[src/rtl/zass_mat_loader_if.sv]
// zass_mat_loader_if: vector stream, matrix-memory write port and gs_elim_ctrl handshake of the loader.
// master is the loader side; slave is the source/memory/eliminator side.
interface zass_mat_loader_if #(
    parameter int k = 6,
    parameter int l = 4
);
    logic [l/2-1:0]       vec_in;
    logic                 vec_valid;
    logic                 vec_ready;
    logic [$clog2(k)-1:0] mem_addr;
    logic [l-1:0]         mem_dout;
    logic                 mem_we;
    logic                 ge_start;
    logic                 ge_mat_sel;
    logic                 ge_is_last;
    logic                 ge_done;
    modport master (
        input  vec_in, vec_valid, ge_done,
        output vec_ready, mem_addr, mem_dout, mem_we, ge_start, ge_mat_sel, ge_is_last
    );
    modport slave (
        output vec_in, vec_valid, ge_done,
        input  vec_ready, mem_addr, mem_dout, mem_we, ge_start, ge_mat_sel, ge_is_last
    );
endinterface

[src/rtl/zass_mat_loader.sv]
// zass_mat_loader: builds the Zassenhaus matrix ({u,u} rows, {v,0} rows, zero pad) and launches gs_elim_ctrl.
// Define ZASS_ZERO_PAD_EN to have the loader write the zero padding rows itself.
module zass_mat_loader #(
    parameter int k  = 6,
    parameter int k1 = 5,
    parameter int l  = 4
) (
    input  logic                   clk,
    input  logic                   rst_b,
    input  logic                   load_start,
    input  logic [$clog2(k+1)-1:0] n_u,
    input  logic [$clog2(k+1)-1:0] n_v,
    input  logic                   mat_sel_in,
    input  logic                   is_last_in,
    output logic                   busy,
    output logic                   done,
    output logic                   err,
    zass_mat_loader_if.master      bus
);
    localparam int cw  = $clog2(k+1);
    localparam int aw  = $clog2(k);
    localparam int ls2 = l/2;
    localparam logic [cw:0] rk  = (cw+1)'(k);
    localparam logic [cw:0] rk1 = (cw+1)'(k1);

    typedef enum logic [2:0] {IDLE, LOAD_U, LOAD_V, PAD, KICK, WAIT} state_t;

`ifdef ZASS_ZERO_PAD_EN
    localparam state_t after_load = PAD;
`else
    localparam state_t after_load = KICK;
`endif

    state_t            state_q, state_d;
    logic [cw:0]       row_q, row_d, nu_q, nu_d, tot_q, tot_d, r_q, r_d;
    logic [cw:0]       sum_in, r_in, row_nx;
    logic              vec_ready_q, vec_ready_d, mem_we_q, mem_we_d;
    logic [aw-1:0]     mem_addr_q, mem_addr_d;
    logic [l-1:0]      mem_dout_q, mem_dout_d;
    logic              ge_start_q, ge_start_d, mat_sel_q, mat_sel_d, is_last_q, is_last_d;
    logic              busy_q, busy_d, done_q, done_d, err_q, err_d;
    logic              hs;
    logic [ls2-1:0]    lo_half;

    assign sum_in = {1'b0, n_u} + {1'b0, n_v};
    assign r_in   = mat_sel_in ? rk1 : rk;

    always_comb begin
        state_d    = state_q;
        row_d      = row_q;
        nu_d       = nu_q;
        tot_d      = tot_q;
        r_d        = r_q;
        mem_we_d   = 1'b0;
        mem_addr_d = mem_addr_q;
        mem_dout_d = mem_dout_q;
        ge_start_d = 1'b0;
        mat_sel_d  = mat_sel_q;
        is_last_d  = is_last_q;
        done_d     = 1'b0;
        err_d      = 1'b0;
        hs         = vec_ready_q & bus.vec_valid;
        row_nx     = row_q + 1'b1;
        lo_half    = state_q == LOAD_U ? bus.vec_in : '0;
        case (state_q)
            IDLE: if (load_start) begin
                if (sum_in > r_in) begin
                    err_d = 1'b1;
                end else begin
                    nu_d      = {1'b0, n_u};
                    tot_d     = sum_in;
                    r_d       = r_in;
                    row_d     = '0;
                    mat_sel_d = mat_sel_in;
                    is_last_d = is_last_in;
                    state_d   = n_u != '0 ? LOAD_U : n_v != '0 ? LOAD_V : after_load;
                end
            end
            LOAD_U, LOAD_V: if (hs) begin
                mem_we_d   = 1'b1;
                mem_addr_d = row_q[aw-1:0];
                mem_dout_d = {bus.vec_in, lo_half};
                row_d      = row_nx;
                if (state_q == LOAD_U && row_nx == nu_q)
                    state_d = tot_q == nu_q ? after_load : LOAD_V;
                if (state_q == LOAD_V && row_nx == tot_q)
                    state_d = after_load;
            end
            // A full matrix falls through PAD without writing, costing one cycle.
            PAD: if (row_q < r_q) begin
                mem_we_d   = 1'b1;
                mem_addr_d = row_q[aw-1:0];
                mem_dout_d = '0;
                row_d      = row_nx;
                state_d    = row_nx == r_q ? KICK : PAD;
            end else begin
                state_d = KICK;
            end
            KICK: begin
                ge_start_d = 1'b1;
                state_d    = WAIT;
            end
            WAIT: if (bus.ge_done) begin
                done_d  = 1'b1;
                state_d = IDLE;
            end
            default: state_d = IDLE;
        endcase
        vec_ready_d = state_d == LOAD_U || state_d == LOAD_V;
        busy_d      = state_d != IDLE;
    end

    always_ff @(posedge clk or negedge rst_b) begin
        if (!rst_b) begin
            state_q     <= IDLE;
            row_q       <= '0;
            nu_q        <= '0;
            tot_q       <= '0;
            r_q         <= '0;
            vec_ready_q <= 1'b0;
            mem_we_q    <= 1'b0;
            mem_addr_q  <= '0;
            mem_dout_q  <= '0;
            ge_start_q  <= 1'b0;
            mat_sel_q   <= 1'b0;
            is_last_q   <= 1'b0;
            busy_q      <= 1'b0;
            done_q      <= 1'b0;
            err_q       <= 1'b0;
        end else begin
            state_q     <= state_d;
            row_q       <= row_d;
            nu_q        <= nu_d;
            tot_q       <= tot_d;
            r_q         <= r_d;
            vec_ready_q <= vec_ready_d;
            mem_we_q    <= mem_we_d;
            mem_addr_q  <= mem_addr_d;
            mem_dout_q  <= mem_dout_d;
            ge_start_q  <= ge_start_d;
            mat_sel_q   <= mat_sel_d;
            is_last_q   <= is_last_d;
            busy_q      <= busy_d;
            done_q      <= done_d;
            err_q       <= err_d;
        end
    end

    assign bus.vec_ready  = vec_ready_q;
    assign bus.mem_we     = mem_we_q;
    assign bus.mem_addr   = mem_addr_q;
    assign bus.mem_dout   = mem_dout_q;
    assign bus.ge_start   = ge_start_q;
    assign bus.ge_mat_sel = mat_sel_q;
    assign bus.ge_is_last = is_last_q;
    assign busy           = busy_q;
    assign done           = done_q;
    assign err            = err_q;
endmodule

[src/flat_wrapper.sv]
// flat-port wrapper written by rule: the top's interface ports become plain ports
module zass_mat_loader_flat 
#(
    parameter int k  = 6,
    parameter int k1 = 5,
    parameter int l  = 4
)
  (clk, rst_b, load_start, n_u, n_v, mat_sel_in, is_last_in, busy, done, err, bus_vec_in, bus_vec_valid, bus_ge_done, bus_vec_ready, bus_mem_addr, bus_mem_dout, bus_mem_we, bus_ge_start, bus_ge_mat_sel, bus_ge_is_last);
  zass_mat_loader_if #(.k(k), .l(l)) bus_i ();
  input  logic clk;
  input  logic rst_b;
  input  logic load_start;
  input  logic [$clog2(k+1)-1:0] n_u;
  input  logic [$clog2(k+1)-1:0] n_v;
  input  logic mat_sel_in;
  input  logic is_last_in;
  output logic busy;
  output logic done;
  output logic err;
  input wire logic [$bits(bus_i.vec_in)-1:0] bus_vec_in;
  input wire logic [$bits(bus_i.vec_valid)-1:0] bus_vec_valid;
  input wire logic [$bits(bus_i.ge_done)-1:0] bus_ge_done;
  output wire logic [$bits(bus_i.vec_ready)-1:0] bus_vec_ready;
  output wire logic [$bits(bus_i.mem_addr)-1:0] bus_mem_addr;
  output wire logic [$bits(bus_i.mem_dout)-1:0] bus_mem_dout;
  output wire logic [$bits(bus_i.mem_we)-1:0] bus_mem_we;
  output wire logic [$bits(bus_i.ge_start)-1:0] bus_ge_start;
  output wire logic [$bits(bus_i.ge_mat_sel)-1:0] bus_ge_mat_sel;
  output wire logic [$bits(bus_i.ge_is_last)-1:0] bus_ge_is_last;
  assign bus_i.vec_in = bus_vec_in;
  assign bus_i.vec_valid = bus_vec_valid;
  assign bus_i.ge_done = bus_ge_done;
  assign bus_vec_ready = bus_i.vec_ready;
  assign bus_mem_addr = bus_i.mem_addr;
  assign bus_mem_dout = bus_i.mem_dout;
  assign bus_mem_we = bus_i.mem_we;
  assign bus_ge_start = bus_i.ge_start;
  assign bus_ge_mat_sel = bus_i.ge_mat_sel;
  assign bus_ge_is_last = bus_i.ge_is_last;
  zass_mat_loader #(.k(k), .k1(k1), .l(l)) u_core (.clk(clk), .rst_b(rst_b), .load_start(load_start), .n_u(n_u), .n_v(n_v), .mat_sel_in(mat_sel_in), .is_last_in(is_last_in), .busy(busy), .done(done), .err(err), .bus(bus_i));
endmodule
[config.mk]
export PLATFORM = sky130hd
export DESIGN_NAME = zass_mat_loader_flat
export DESIGN_NICKNAME = d
export VERILOG_FILES = /design/src/rtl/zass_mat_loader_if.sv /design/src/rtl/zass_mat_loader.sv /design/src/flat_wrapper.sv
export SDC_FILE = /design/constraint.sdc
export NUM_CORES = 1
export LEC_CHECK = 0
export BUFFER_PORTS_ARGS = -buffer_cell sky130_fd_sc_hd__buf_2
export CAP_MARGIN = 5
export CORE_UTILIZATION = 50
export DETAILED_ROUTE_END_ITERATION = 6
export GPL_TIMING_DRIVEN = 1
export PLACE_DENSITY = 0.75
export SLEW_MARGIN = 20
export SYNTH_ARGS = -nofsm -noshare
export SYNTH_HDL_FRONTEND = slang
export SYNTH_SLANG_ARGS = --single-unit
[constraint.sdc]
create_clock -name clk -period 1.98 [get_ports clk]
set_input_delay 0.396 -clock clk [delete_from_list [all_inputs] [get_ports clk]]
set_output_delay 0.396 -clock clk [all_outputs]
set_load 0.01 [all_outputs]
==> results of run 1 <==
-- worst max-delay path by stage --
stage / endpoint / start / depth (start not counted)
global placement: u_core.row_q[2]$_DFFE_PN0P_ / n_u[0] / 10
CTS: u_core.row_q[2]$_DFFE_PN0P_ / n_u[0] / 10
global route: u_core.row_q[2]$_DFFE_PN0P_ / n_u[0] / 10
floorplan: u_core.row_q[2]$_DFFE_PN0P_ / n_u[0] / 9
detailed placement: u_core.row_q[2]$_DFFE_PN0P_ / n_u[0] / 10
finish: u_core.row_q[2]$_DFFE_PN0P_ / n_u[0] / 10
-- placed cells by master, fill, tap and decap left out, types with 3 or more instances in the layout --
cell      netlist  layout
a21oi_1         3       3
buf_2           0      27
buf_4           1      35
buf_6           2       3
clkbuf_4        0       5
dfrtp_1        31      31
ha_1           10       7
ha_4            0       3
inv_1           7       7
mux2_2          8       7
nand2_1        26      25
nand3_1         5       3
nor2_1          6       6
nor2b_1         5       4
nor3_1          3       3
nor3b_1         4       3
o21ai_0         5       3
xnor2_1        10       9
xor2_1          5       5
-- metal layers --
metal	GRT usage (%)	wire [µm]	up-vias
met1	29.7	1810	747
met3	5.38	163	6
met4	6.67	47	0
li1	-	-	736
met5	0	0	-
met2	44.2	2290	38
-- critical path, cell delays in order --
cell and delay [ns]:
buf_8 0.10, ha_4 0.15, fa_2 0.57, ha_4 0.22, nor2b_4 0.12, o211ai_1 0.22, and2_4 0.19, nand2_2 0.05
a221o_1 0.36, a211o_2 0.34
-- where the power goes --
group	switching, W	leakage (nW)	internal [W]
combinational	0.000994	0.788	0.00108
sequential	0.000204	0.390	0.000873
clock	0.000217	0.0341	0.000164
total	0.00142	1.21	0.00212
-- area by class of cell --
class                           count  area [µm²]  share of cell area (%)
Tap cell                           46        57.6                    2.34
Sequential cell                    31         776                    31.5
Inverter                            8        30.0                    1.22
Clock buffer                        6        51.3                    2.08
Timing Repair Buffer               66         447                    18.1
Multi-Input combinational cell    128        1100                    44.5
Clock inverter                      1        5.00                   0.203
-- timing repair --
| action | 4_1_cts | 5_1_grt |
|---|---|---|
| setup buffers | 4 | 1 |
| pin swaps | 3 | 3 |
| resized for setup | 16 | 10 |
| setup endpoints to repair | 23 | 29 |
| hold endpoints to repair | 0 | 0 |
-- kinds of logic (layout without fill, tap and decap cells) --
family | count (synthesis) | in the layout
adder cells (fa/ha/maj) | 11 | 11
XOR/XNOR | 16 | 16
buffers and inverters | 14 | 81
AND/OR/NAND/NOR | 66 | 66
multiplexers | 9 | 9
AO/OA/AOI/OAI | 26 | 26
flip-flops | 31 | 31
-- metrics by stage --
step	utilization [%]	setup TNS [ns]	std cells	total power, W
floorplan	-	-6.60	173	0.00225
detailed placement	66.0	-11.99	275	0.00290
global placement	66.0	-10.62	275	0.00282
global route	72.7	-6.48	286	0.00382
CTS	70.8	-4.79	286	0.00346
finish	72.7	-5.81	286	0.00354
-- sequential cells by signal, summed over array words and instances, names as in the netlist, 3 cells and up --
signal	count
u_core.bus.mem_addr	3
u_core.r_q	3
u_core.tot_q	4
u_core.nu_q	3
u_core.state_q	3
u_core.row_q	4
u_core.bus.mem_dout	4
==> results.md, run 1 <==
- Outcome: complete, but fails checks
- Failing checks: setup timing
- CP endpoint kind: flip-flop
- Hold Worst Slack: 0.100 ns
- Worst r2r path cells: 8
- Final ANT Viol Nets: 0
- Sequential cell area fraction in the yosys report: 43.0%
- Slew @ Worst Pin: 0.688 ns
- Synth cell count leaders: dfrtp_1 (31), nand2_1 (26), ha_1 (10), xnor2_1 (10), mux2_2 (8)
- First-pass GRT wire length: 6710 µm
- Slew Viols, Final: 0
- Dpl hpwl: 3140 µm
- WL final: 4310 µm
- CTS Buffer Depth: 2
- Final nets: 266
- Placeable core area: 0.00339 mm²
- Post-synthesis compound-gate area fraction: 11.3%
- Io pins: 30
- Min Tclk post-route: 2.48 ns
- Synth unique cells: 53
- Overflow after GRT: 0
- TritonRoute pass-1 iters: 4
- Cts bufs inserted: 5
- Final setup violation count: 20
- Vias: 1527
- Proportion of synthesized area in mux cells: 5.55%
- Post-Synthesis Cells: 173
- Max-cap violations: 0
- Synth Area in XOR/XNOR: 8.60%
- GRT Util Overall: 24.7%
- Maximum ir drop on the vdd rail: 719 µV
- Number of inserted diodes: 0
- Reg2reg start: u_core.row_q[1]$_DFFE_PN0P_
- Simple-gate share of the synthesized area: 19.5%
- Layout cell share with drive strength beyond 1: 45.8%
- Fillcell total: 261
- RSZ-0062 raised after global routing: true
- Sink Count: 31
- Clk_skew: 0.00335 ns
- Area delta synth->final: 36.5%
- Root Buffer: clkbuf_4
- Dpl cell area: 0.00224 mm²
- Vias in the first global route: 1504
- Area leader, netlist: dfrtp_1
- Rel. slew slack: 54.1%
- Worst-path clk slew: 0.10 ns
- Adder-cell share of the synthesized area: 8.04%
- Clk_lat worst skew: 0.32 ns
- CTS tree: done
- Hold-fix buffers, CTS: 0
- #FFs+latches synth: 31
- Initial antenna violation count: 0
- Number of synthesized flops with an enable pin: 0
- Synth area leaders: dfrtp_1 (43%), ha_1 (6.9%), nand2_1 (5.4%)
- Die Y-Extent: 62.1 µm
- CP startpoint kind: primary input
- Die width: 62.1 µm
- Synth Flop Type: dfrtp_1
- Avg WL per Cell: 15.1 µm
- Critical path peak fanout: 3
- Via density: 5.34
- Arrival time worst endpoint: 2.70 ns
- Yosys warns: 0
- Min-Delay Path Class: primary input to asynchronous set/reset pin
- Syn Area/Cell: 10.4 µm²
- Ratio of final minimum period to clock period: 125%
- Required time of the critical path: 2.20 ns
- P_leak: 1.21 nW
- Post-synth top area share: 43.0%
- Power Density: 1440 mW/mm²
- IO buf count: 29
- RR Endpoint: u_core.busy$_DFF_PN0_
- Setup ws final: -0.501 ns
- GP Congestion: 0.841
- Flop2flop setup slack: -0.22 ns
- Ys async rst share: 100%
- H-tree Lvls: 2
- # DRC: 0
- Syn_nets: 199
- Starting Density: 53.2%
- Final Cell Area: 0.00246 mm²
- Count leader, synth: dfrtp_1
- CP Class: primary input to flip-flop
- Largest net degree at the start of global routing: 32
- Cell area after synthesis: 0.00180 mm²
- First DRT Iteration DRCs: 53
- Die ar.: 0.00385 mm²
- Final hold violation count: 0
- FMAX: 403 MHz
- Site row count: 21
- Largest family of logic cells by synthesized area: simple AND/OR/NAND/NOR gates
- DP Worst Slack: -0.863 ns
Note: power is estimated with default switching activity, not from simulation.
==> inputs of run 2 (changes only) <==
CAP_MARGIN = 40   (was 5)
CORE_UTILIZATION = 56   (was 50)
PLACE_DENSITY = 0.79   (was 0.75)
clock period = 2.8 ns   (was 1.98 ns; I/O delays follow)
==> run 2 against run 1 <==
Net effect: the run now ends clean; worst setup slack improved by 0.66 ns; count of clock-buffer cells in the layout unchanged; via count fell by 8.5%; flip-flop and latch count is the same; wire length is 13% lower; first-iteration DRC count shrank 32%; clock skew rose by 0.0072 ns; highest routed layer unchanged.
==> results.md, run 2 (same netlist as run 1, synthesis figures left out) <==
- CP Class: primary input to flip-flop
- GP Congestion: 0.883
- Min Tclk post-route: 2.64 ns
- Share of power burned in registers: 38.6%
- Power share of the clock group: 11.0%
- Dpl hpwl: 2900 µm
- Final nets: 238
- IO buf count: 29
- Ratio of final minimum period to clock period: 94.2%
- CP bufs+invs: 1
- Cts bufs inserted: 5
- Hold Worst Slack: 0.253 ns
- Area delta synth->final: 14.8%
- CP startpoint kind: primary input
- Initial antenna violation count: 0
- CP max-delay cell: fa_1
- Die Y-Extent: 58.8 µm
- Worst-path clk slew: 0.09 ns
- CP endpoint kind: flip-flop
- Slew @ Worst Pin: 0.690 ns
- Combinational share of power: 50.4%
- Power Density: 1010 mW/mm²
- Vias in the first global route: 1403
- Sink Count: 31
- Final Cell Area: 0.00207 mm²
- Dpl cell area: 0.00203 mm²
- Root Buffer: clkbuf_4
- DP Worst Slack: -0.197 ns
- Via density: 5.48
- Avg WL per Cell: 14.7 µm
- Hold-fix buffers, CTS: 0
- Post-CTS setup buffer count: 0
- Arrival time worst endpoint: 2.86 ns
- Die ar.: 0.00345 mm²
- Slew Viols, Final: 0
- Reg2reg start: u_core.row_q[0]$_DFFE_PN0P_
- Critical path peak fanout: 3
- Site row count: 20
- Layout cell share with drive strength beyond 1: 29.4%
- Net Sw Frac: 41.3%
- Int Power: 0.00123 W
- Flop2flop setup slack: 0.27 ns
- RSZ-0062 raised after global routing: false
- Min-Delay Path Class: primary input to asynchronous set/reset pin
- CP Launch Point: n_u[0]
- Die width: 58.8 µm
- Final setup violation count: 0
- GRT Util Overall: 24.7%
- Starting Density: 59.1%
- H-tree Lvls: 2
- Max-cap violations: 0
- Delay-heaviest family, CP: adder cells
- CTS tree: done
- Clk_skew: 0.0105 ns
- Commonest non-fill, non-tap cell in the layout: dfrtp_1
- First DRT Iteration DRCs: 36
- Largest net degree at the start of global routing: 32
- Most frequent cells in the layout: dfrtp_1 (31), buf_2 (29), nand2_1 (26)
- First-pass GRT wire length: 6200 µm
- TritonRoute pass-1 iters: 4
- P_leak: 1.03 nW
- Final hold violation count: 0
- Placeable core area: 0.00305 mm²
- Design Power: 0.00209 W
- Io pins: 30
- CP dominant cell by count: ha_1
- Overflow after GRT: 0
- Required time of the critical path: 3.02 ns
- Final ANT Viol Nets: 0
- Switching pwr: 0.000862 W
- FMAX: 379 MHz
- CTS Buffer Depth: 2
- Setup ws final: 0.161 ns
- WL final: 3740 µm
- Maximum ir drop on the vdd rail: 584 µV
- Outcome: finished clean
- Vias: 1397
- Max incr delay on CP: 0.47 ns
- Rel. slew slack: 53.7%
- Number of inserted diodes: 0
- Resized cells post-CTS: 0
- # DRC: 0
- Clk_lat worst skew: 0.34 ns
- Critical path cell sequence: buf_2 -> ha_1 -> fa_1 -> ha_1 -> nor2b_1 -> o211ai_1 -> and2_2 -> nand2_1 -> a221o_1 -> a211o_2
-- run 2: cell count changes in the layout (fill, tap and decap cells not counted), sizes merged --
cell    delta
clkinv     -1
buf       -28
-- run 2: metal layers --
layer / GRT usage (%) / vias to the layer above / wire [µm]
li1: - / 680 / -
met1: 27.7 / 661 / 1560
met2: 43.7 / 46 / 1930
met3: 7.03 / 10 / 177
met4: 10.5 / 0 / 73
met5: 0 / - / 0
-- run 2: power groups by stage --
stage	logic, W	registers [W]	clock network, W
6_report	0.00105	0.000806	0.000230
5_1_grt	0.00117	0.000833	0.000253
2_1_floorplan	0.000791	0.000776	0
4_1_cts	0.00106	0.000805	0.000234
3_5_place_dp	0.00105	0.000814	0
3_3_place_gp	0.000998	0.000800	0
-- run 2: final timing paths --
| check | end | cells after the start |
|---|---|---|
| worst min-delay path | u_core.r_q[1]$_DFFE_PN0P_ | 1 |
| worst max register to register | u_core.busy$_DFF_PN0_ | 7 |
| worst max-delay path | u_core.row_q[2]$_DFFE_PN0P_ | 10 |
| min in group clk | u_core.done$_DFF_PN0_ | 3 |
| worst min register to register | u_core.bus.mem_addr[2]$_DFFE_PN0P_ | 2 |
| max in group asynchronous | u_core.bus.ge_start$_DFF_PN0_ | 1 |
-- run 2: area by class of cell --
class	count	area (µm²)
tap	44	55.1
sequential	31	776
timing repair buffer	38	213
inverter	8	30.0
fill	254	982
multi-input combinational	128	956
clock buffer	6	41.3
-- run 2: stage by stage --
step / utilization, % / TNS [ns] / std cells
final: 67.8 / 0 / 255
after global routing: 67.8 / 0 / 255
after CTS: 67.8 / 0 / 255
after detailed placement: 66.5 / -0.851 / 249
after global placement: 66.5 / -0.370 / 249
after floorplan: - / 0 / 173
==> inputs of run 3 (changes only) <==
BUFFER_PORTS_ARGS = -buffer_cell sky130_fd_sc_hd__buf_4   (was -buffer_cell sky130_fd_sc_hd__buf_2)
==> run 3 against run 2 <==
Net effect: die area unchanged; register-to-register slack better by 0.10 ns; worst setup slack got worse by 0.0050 ns; final cell count up 0.39%; critical path depth unchanged; global-route usage shrank 0.56 points; wire length decreased by 2.5%; combinational power increased by 4%; largest cell class unchanged.
==> results.md, run 3 (same netlist as run 1, synthesis figures left out) <==
- M1 wire length: 1540 µm
- Slew @ Worst Pin: 0.680 ns
- Total Neg Setup Slack: 0 ns
- Dpl cell area: 0.00210 mm²
- Switching pwr: 0.000868 W
- Max-cap violations: 0
- Min Tclk post-route: 2.64 ns
- Clk_skew: 0.0140 ns
- P_leak: 1.05 nW
- Die Y-Extent: 58.8 µm
- CP Class: primary input to flip-flop
- Int Power: 0.00130 W
- CP dominant cell by count: ha_1
- RR Endpoint: u_core.busy$_DFF_PN0_
- CP endpoint kind: flip-flop
- Vias in the first global route: 1406
- Number of inserted diodes: 0
- Post-CTS setup buffer count: 0
- Combinational share of power: 50.5%
- Met2 WL: 1880 µm
- Share of power burned in registers: 37.2%
- Dpl hpwl: 2870 µm
- CP max-delay cell: fa_1
- Worst-path clk slew: 0.10 ns
- Area delta synth->final: 19.6%
- Outcome: finished clean
- Final ANT Viol Nets: 0
- CP Launch Point: n_u[0]
- Max incr delay on CP: 0.45 ns
- Min-Delay Path Class: primary input to asynchronous set/reset pin
- CP startpoint kind: primary input
- Layout cell share with drive strength beyond 1: 30.2%
- Vias: 1397
- Via density: 5.46
- Flop2flop setup slack: 0.37 ns
- Maximum ir drop on the vdd rail: 572 µV
- Starting Density: 59.1%
- H-tree Lvls: 2
- Commonest non-fill, non-tap cell in the layout: buf_4
- Final hold violation count: 0
- RSZ-0062 raised after global routing: false
- Reg2reg start: u_core.row_q[0]$_DFFE_PN0P_
- GRT Util Overall: 24.2%
- Net Sw Frac: 40.1%
- Final Cell Area: 0.00216 mm²
- First DRT Iteration DRCs: 69
- Overflow after GRT: 0
- Cts bufs inserted: 5
- GP Congestion: 0.874
- First-pass GRT wire length: 6130 µm
- Hold-fix buffers, CTS: 0
- CTS Buffer Depth: 2
- Critical path peak fanout: 3
- Delay-heaviest family, CP: adder cells
- Final setup violation count: 0
- CP bufs+invs: 1
- Critical path depth: 10
- Hold Worst Slack: 0.140 ns
- Met3 wire len: 145 µm
- Placeable core area: 0.00305 mm²
- CP endpoint: u_core.row_q[2]$_DFFE_PN0P_
- Ratio of final minimum period to clock period: 94.4%
- IO buf count: 29
- Rel. slew slack: 54.3%
- Required time of the critical path: 3.02 ns
- Critical path cell sequence: buf_4 -> ha_1 -> fa_1 -> ha_1 -> nor2b_1 -> o211ai_1 -> and2_2 -> nand2_1 -> a221o_1 -> a211o_2
- Power share of the clock group: 12.3%
- Sink Count: 31
- Power Density: 1000 mW/mm²
- TritonRoute pass-1 iters: 4
- Io pins: 30
- Largest net degree at the start of global routing: 32
- Slew Viols, Final: 0
- Most frequent cells in the layout: buf_4 (38), dfrtp_1 (31), nand2_1 (26)
- Arrival time worst endpoint: 2.86 ns
- Site row count: 20
- WL final: 3650 µm
- Max Used Layer: met4
- Die width: 58.8 µm
- Die ar.: 0.00345 mm²
- Worst r2r path cells: 7
- Avg WL per Cell: 14.2 µm
- Final nets: 238
- CTS tree: done
- Root Buffer: clkbuf_4
- Resized cells post-CTS: 0
- FMAX: 378 MHz
- Initial antenna violation count: 0
- # DRC: 0
- Clk_lat worst skew: 0.33 ns
run 3: worst min path at each step:
stage | from | slack [ns] | to
floorplan | rst_b | 0.26 | u_core.bus.ge_is_last$_DFFE_PN0P_
global placement | u_core.bus.mem_addr[2]$_DFFE_PN0P_ | 0.45 | u_core.bus.mem_addr[2]$_DFFE_PN0P_
detailed placement | u_core.bus.mem_addr[2]$_DFFE_PN0P_ | 0.46 | u_core.bus.mem_addr[2]$_DFFE_PN0P_
CTS | rst_b | 0.15 | u_core.state_q[2]$_DFF_PN0_
global route | rst_b | 0.16 | u_core.state_q[2]$_DFF_PN0_
finish | rst_b | 0.14 | u_core.state_q[2]$_DFF_PN0_
run 3: area by class of cell:
class / instances / area [µm²]
multi-input cells: 128 / 956
inverters: 8 / 30.0
repair buffers: 38 / 285
clock buffers: 6 / 51.3
flip-flops and latches: 31 / 776
fillers: 252 / 895
clock inverters: 1 / 5.00
well taps: 44 / 55.1
run 3: stage by stage:
step | setup slack [ns] | utilization [%] | total power (W) | instances
3_5_place_dp | -0.192 | 68.9 | 0.00191 | 249
3_3_place_gp | -0.139 | 68.9 | 0.00185 | 249
6_report | 0.156 | 70.7 | 0.00217 | 256
5_1_grt | 0.0528 | 70.7 | 0.00234 | 256
4_1_cts | 0.156 | 70.7 | 0.00218 | 256
2_1_floorplan | 0.0112 | - | 0.00157 | 173
run 3: metal layers:
| layer | track usage, % | vias to the layer above |
|---|---|---|
| met3 | 6.15 | 10 |
| met5 | 0 | - |
| met2 | 43.2 | 41 |
| met1 | 27.8 | 670 |
| met4 | 8.50 | 0 |
| li1 | - | 676 |
run 3: power groups by stage:
stage	logic [W]	registers, W	clock network (W)
detailed placement	0.00109	0.000817	0
global route	0.00121	0.000833	0.000290
finish	0.00109	0.000806	0.000266
CTS	0.00110	0.000807	0.000272
floorplan	0.000791	0.000776	0
global placement	0.00105	0.000805	0
